$ cat config.mk
export PLATFORM = sky130hd
export DESIGN_NAME = pit_cfg_seq
export DESIGN_NICKNAME = d
export VERILOG_FILES = /design/src/rtl/pit_cfg_seq.sv
export SDC_FILE = /design/constraint.sdc
export NUM_CORES = 1
export LEC_CHECK = 0
export CAP_MARGIN = 20
export CORE_ASPECT_RATIO = 0.7
export CORE_MARGIN = 5
export CORE_UTILIZATION = 53
export DETAILED_ROUTE_END_ITERATION = 7
export PLACE_DENSITY = 0.9
export SLEW_MARGIN = 20
export SYNTH_ARGS = -nofsm -noshare
export SYNTH_HDL_FRONTEND = slang
export SYNTH_SLANG_ARGS = --single-unit
$ cat constraint.sdc
create_clock -name wb_clk_i -period 4.9 [get_ports wb_clk_i]
set_input_delay 1.225 -clock wb_clk_i [delete_from_list [all_inputs] [get_ports wb_clk_i]]
set_output_delay 1.225 -clock wb_clk_i [all_outputs]
set_load 0.02 [all_outputs]
$ cat src/rtl/pit_cfg_seq.sv
// pit_cfg_seq: Wishbone master that programs a PIT (CTRL off, MOD, MOD check, CTRL on) or stops it.
// Latency: one entry cycle plus ack wait per transfer; 8 cycles start->done, 2 for stop with zero-wait ack.
// Backpressure: each transfer holds cyc/stb until m_ack_i, or aborts after TIMEOUT cycles without ack.
module pit_cfg_seq #(
  parameter int         DWIDTH     = 16,
  parameter int         COUNT_SIZE = 16,
  parameter logic [2:0] CTRL_ADR   = 3'd0,
  parameter logic [2:0] MOD_ADR    = 3'd1,
  parameter int         TIMEOUT    = 255
) (
  input  logic                  wb_clk_i,
  input  logic                  arst_i,
  input  logic                  start_i,
  input  logic                  stop_i,
  input  logic [COUNT_SIZE-1:0] cfg_mod_i,
  input  logic [3:0]            cfg_pre_i,
  input  logic                  cfg_ien_i,
  input  logic                  cfg_slave_i,
  output logic                  busy_o,
  output logic                  done_o,
  output logic                  err_o,
  output logic [2:0]            m_adr_o,
  output logic [DWIDTH-1:0]     m_dat_o,
  input  logic [DWIDTH-1:0]     m_dat_i,
  output logic                  m_we_o,
  output logic                  m_stb_o,
  output logic                  m_cyc_o,
  output logic [1:0]            m_sel_o,
  input  logic                  m_ack_i
);

  typedef enum logic [2:0] {
    ST_IDLE,
    ST_WR_CTRL0,
    ST_WR_MOD,
    ST_RD_MOD,
    ST_WR_CTRL1,
    ST_WR_STOP
  } state_t;

  // Last count value before a transfer is abandoned; the counter is 8 bits wide.
  localparam logic [7:0] TMO_LAST = 8'(TIMEOUT - 1);

  state_t                state_q, state_d;
  logic                  cyc_q, cyc_d;
  logic                  we_q, we_d;
  logic [2:0]            adr_q, adr_d;
  logic [DWIDTH-1:0]     dat_q, dat_d;
  logic [7:0]            tmo_q, tmo_d;
  logic                  err_q, err_d;
  logic                  done_q, done_d;
  logic                  stop_pend_q, stop_pend_d;
  logic [COUNT_SIZE-1:0] mod_q, mod_d;
  logic [3:0]            pre_q, pre_d;
  logic                  ien_q, ien_d;
  logic                  slave_q, slave_d;

  logic [DWIDTH-1:0]     ctrl_dis;
  logic [DWIDTH-1:0]     ctrl_en;
  logic [DWIDTH-1:0]     mod_word;
  logic                  seq_end;

  // Register images built from the latched config; flag_clr is always written as 1.
  always_comb begin
    ctrl_dis                   = '0;
    ctrl_dis[15]               = slave_q;
    ctrl_dis[11:8]             = pre_q;
    ctrl_dis[2]                = 1'b1;
    ctrl_dis[1]                = ien_q;
    ctrl_en                    = ctrl_dis;
    ctrl_en[0]                 = 1'b1;
    mod_word                   = '0;
    mod_word[COUNT_SIZE-1:0]   = mod_q;
  end

  // State and bus registers; reset releases the bus immediately.
  always_ff @(posedge wb_clk_i or negedge arst_i) begin
    if (!arst_i) begin
      state_q     <= ST_IDLE;
      cyc_q       <= 1'b0;
      we_q        <= 1'b0;
      adr_q       <= '0;
      dat_q       <= '0;
      tmo_q       <= '0;
      err_q       <= 1'b0;
      done_q      <= 1'b0;
      stop_pend_q <= 1'b0;
      mod_q       <= '0;
      pre_q       <= '0;
      ien_q       <= 1'b0;
      slave_q     <= 1'b0;
    end else begin
      state_q     <= state_d;
      cyc_q       <= cyc_d;
      we_q        <= we_d;
      adr_q       <= adr_d;
      dat_q       <= dat_d;
      tmo_q       <= tmo_d;
      err_q       <= err_d;
      done_q      <= done_d;
      stop_pend_q <= stop_pend_d;
      mod_q       <= mod_d;
      pre_q       <= pre_d;
      ien_q       <= ien_d;
      slave_q     <= slave_d;
    end
  end

  // Next state: each non-idle state spends one cycle with the bus idle, then launches its transfer.
  always_comb begin
    state_d     = state_q;
    cyc_d       = cyc_q;
    we_d        = we_q;
    adr_d       = adr_q;
    dat_d       = dat_q;
    tmo_d       = tmo_q;
    err_d       = err_q;
    done_d      = 1'b0;
    stop_pend_d = stop_pend_q;
    mod_d       = mod_q;
    pre_d       = pre_q;
    ien_d       = ien_q;
    slave_d     = slave_q;
    seq_end     = 1'b0;

    if (state_q == ST_IDLE) begin
      // A simultaneous stop beats start; the start and its config are dropped.
      if (stop_i) begin
        state_d = ST_WR_STOP;
      end else if (start_i) begin
        state_d = ST_WR_CTRL0;
        err_d   = 1'b0;
        mod_d   = cfg_mod_i;
        pre_d   = cfg_pre_i;
        ien_d   = cfg_ien_i;
        slave_d = cfg_slave_i;
      end
    end else begin
      if (stop_i) begin
        stop_pend_d = 1'b1;
      end

      if (!cyc_q) begin
        cyc_d = 1'b1;
        tmo_d = '0;
        case (state_q)
          ST_WR_CTRL0, ST_WR_STOP: begin
            adr_d = CTRL_ADR;
            dat_d = ctrl_dis;
            we_d  = 1'b1;
          end
          ST_WR_MOD: begin
            adr_d = MOD_ADR;
            dat_d = mod_word;
            we_d  = 1'b1;
          end
          ST_RD_MOD: begin
            adr_d = MOD_ADR;
            dat_d = '0;
            we_d  = 1'b0;
          end
          ST_WR_CTRL1: begin
            adr_d = CTRL_ADR;
            dat_d = ctrl_en;
            we_d  = 1'b1;
          end
          default: begin
            cyc_d = 1'b0;
          end
        endcase
      end else if (m_ack_i) begin
        cyc_d = 1'b0;
        we_d  = 1'b0;
        adr_d = '0;
        dat_d = '0;
        case (state_q)
          ST_WR_CTRL0: state_d = ST_WR_MOD;
          ST_WR_MOD:   state_d = ST_RD_MOD;
          ST_RD_MOD: begin
            if (m_dat_i[COUNT_SIZE-1:0] != mod_q) begin
              err_d   = 1'b1;
              seq_end = 1'b1;
            end else begin
              state_d = ST_WR_CTRL1;
            end
          end
          default:     seq_end = 1'b1;
        endcase
      end else if (tmo_q == TMO_LAST) begin
        // Slave never answered: abandon this transfer and the rest of the sequence.
        cyc_d   = 1'b0;
        we_d    = 1'b0;
        adr_d   = '0;
        dat_d   = '0;
        err_d   = 1'b1;
        seq_end = 1'b1;
      end else begin
        tmo_d = tmo_q + 8'd1;
      end

      // A pending stop chains straight into WR_STOP; done is reserved for the final return.
      if (seq_end) begin
        if (stop_pend_d) begin
          state_d     = ST_WR_STOP;
          stop_pend_d = 1'b0;
        end else begin
          state_d = ST_IDLE;
          done_d  = 1'b1;
        end
      end
    end
  end

  // Outputs straight from registers; byte selects are always both lanes.
  always_comb begin
    busy_o  = (state_q != ST_IDLE);
    done_o  = done_q;
    err_o   = err_q;
    m_cyc_o = cyc_q;
    m_stb_o = cyc_q;
    m_we_o  = we_q;
    m_adr_o = adr_q;
    m_dat_o = dat_q;
    m_sel_o = 2'b11;
  end

endmodule
==> results.ini <==
[outcome]
status=complete, no violations

[floorplanning]
dieArea_um2=6720
start_util=0.560
placementRows=21
die_x_um=95.9
io-pin-count=70
die_h_um=70.1
core-area_um2=4890

[sta]
timing.final.ws_setup_ns=1.31
worstMarginPinSlew_ns=0.892
max-slew-margin-rel=0.403
drv_slew=0
hold_violations=0
period_needed_ns=3.59
tns_ns=0
fin_skew_ns=0.0132
hold-worst-slack_ns=0.496
rsz0062_at_grt=no
max_freq_mhz=278
timing.final.crit_share=0.733
setup_viol=0

[setup_path]
start_kind=flop
worstPathMaxFanout=22
crit_chain=nor3_4 > inv_1 > clkdlybuf4s50_1
cpPeakStageDelay_ns=0.66
critPathSlowestCell=dfrtp_1
r2r-start=state_q[1]
cp_data_arrival_time_ns=2.37
cp_top_family=buffers and inverters
required_ns=3.67
worstSetupPathType=reg2out
r2r_cells=4
rr_endpoint=mod_q[2]
path_buf_inv=2
endpoint_kind=primary output
regToRegSetupSlack_ns=2.28

[power_and_ir_drop]
p_leak_nw=1.46
power.density_nw_per_um2=524
sequentialPowerShare=0.444
p_clk_frac=0.158
p_sw_mw=0.706
intPower_mw=1.13
p_comb_frac=0.398
max-vdd-ir-drop_mv=0.261
sw_frac_of_total=0.384

[synthesis]
synth_flop_cell=dfrtp_1
netlist_area_um2=2740
netlist.area_leader.share=0.503
async_flop_share=1.00
ys_warn_count=0
syn_inst=246
yosys-top-cells-area=dfrtp_1 50%, mux2_2 9.5%, xnor2_1 6.1%
synth_edf_count=0
synth_top_area_cell=dfrtp_1
synthTopCellsByCount=55 x dfrtp_1, 23 x mux2_2, 19 x xnor2_1
synth.distinct_cells=51
ys_seq_elements=55
seq_area_frac_synth=0.503
yosysMostFrequentCell=dfrtp_1
syn_area_per_cell_um2=11.1

[min_path]
hold_end=m_dat_o[0]
min-delay-start=m_dat_o[0]
hold_path.class=reg2reg
hold_depth=1

[cells_and_area]
antenna_cells=0
drive_above_1_share=0.128
post-route-util=0.717
nets=350
nFillCells=365
area_delta_synth_final_pct=28.1

[routing]
vias=2174
drcViolationCount=0
ant_nets=0
wl_um=6480
dr.pass1.iters=5
drt_iter0_drc=192
vias_per_cell=5.81
wire_per_inst_um=17.3

[global_route]
grt_pass1_wl_um=10900
antenna_found_initial=0
gr-total-overflow=0
grt_max_degree=56
grt.total_usage=0.208
grt_pass1_vias=2234

[cts]
ctsResizeCount=0
post_cts.repair.setup_buffers=0
cts.sinks=55
cts_buffers=5
cts_hold_buf=0
cts_tree=done
clockBufferDepth=2
clock_latency_ns=0.31
cts-root-buf=clkbuf_8
clk_pin_slew_ns=0.10
htree_num_levels=2

[placed_design]
dpl.hpwl_um=4720
dpl_worst_slack_ns=1.56
globalplace.congestion=0.914
port-buffer-count=65

[flow_run]
cap_violations=0

[power groups by stage]
stage | sequential, mW | clock (mW) | combinational (mW)
2_1_floorplan | 0.786 | 0 | 0.487
3_3_place_gp | 0.807 | 0 | 0.702
3_5_place_dp | 0.817 | 0 | 0.729
4_1_cts | 0.810 | 0.294 | 0.734
5_1_grt | 0.841 | 0.314 | 0.799
6_report | 0.816 | 0.290 | 0.731
[worst max path at each step]
stage               endpoint        start  depth (start not counted)
global placement    mod_q[6]       stop_i                          3
finish                busy_o   state_q[1]                          3
global route          busy_o   state_q[1]                          3
CTS                   busy_o   state_q[1]                          3
detailed placement  mod_q[4]       stop_i                          3
floorplan              err_o  m_dat_i[15]                          5
[cell type report]
class                      count  area [um^2]  area share
timing repair buffer          67          668       0.191
tap                           69         86.3      0.0246
inverter                       7         26.3     0.00750
clock buffer                   6         72.6      0.0207
sequential                    55         1380       0.393
clock inverter                 1         30.0     0.00857
multi-input combinational    169         1240       0.355
[registers in the layout, indices dropped and copies added, names as in the netlist]
signal / count
done_o: 1
err_o: 1
ien_q: 1
m_adr_o: 1
m_cyc_o: 1
m_dat_o: 16
m_we_o: 1
mod_q: 16
pre_q: 4
slave_q: 1
state_q: 3
stop_pend_q: 1
tmo_q: 8
[cell families (layout without fill, tap and decap cells)]
group / after synthesis / count (layout) / synth area share
AO/OA/AOI/OAI: 59 / 59 / 0.161
XOR/XNOR: 19 / 19 / 0.0608
adder cells (fa/ha/maj): 3 / 3 / 0.0128
buffers and inverters: 24 / 81 / 0.0444
flip-flops: 55 / 55 / 0.503
multiplexers: 24 / 24 / 0.0984
other: 2 / 4 / 0.00275
AND/OR/NAND/NOR: 60 / 60 / 0.117
[per-stage QoR]
stage               instances  total power, mW  cell area [um^2]
finish                    374             1.84              3500
global placement          366             1.51              3390
CTS                       373             1.84              3490
floorplan                 248             1.27              2740
global route              374             1.95              3500
detailed placement        366             1.55              3390
[metal layers]
metal  share of wire  routed length (um)  track usage
met5               0                   0            0
met4           0.015                  96       0.0584
met3           0.080                 518       0.0515
met2            0.46                2960        0.314
met1            0.45                2900        0.295
[cell usage in the layout, fill, tap and decap left out, types with 8 or more instances in the layout]
cell type | synthesis | final
clkdlybuf4s50_1 | 0 | 64
dfrtp_1 | 55 | 55
mux2_2 | 23 | 23
xnor2_1 | 19 | 19
nor2_1 | 17 | 17
nand2_1 | 11 | 11
o21ai_0 | 10 | 10
a21oi_1 | 8 | 8
nor3_1 | 8 | 8
a22o_1 | 8 | 8
Note: power is estimated with default switching activity, not from simulation.
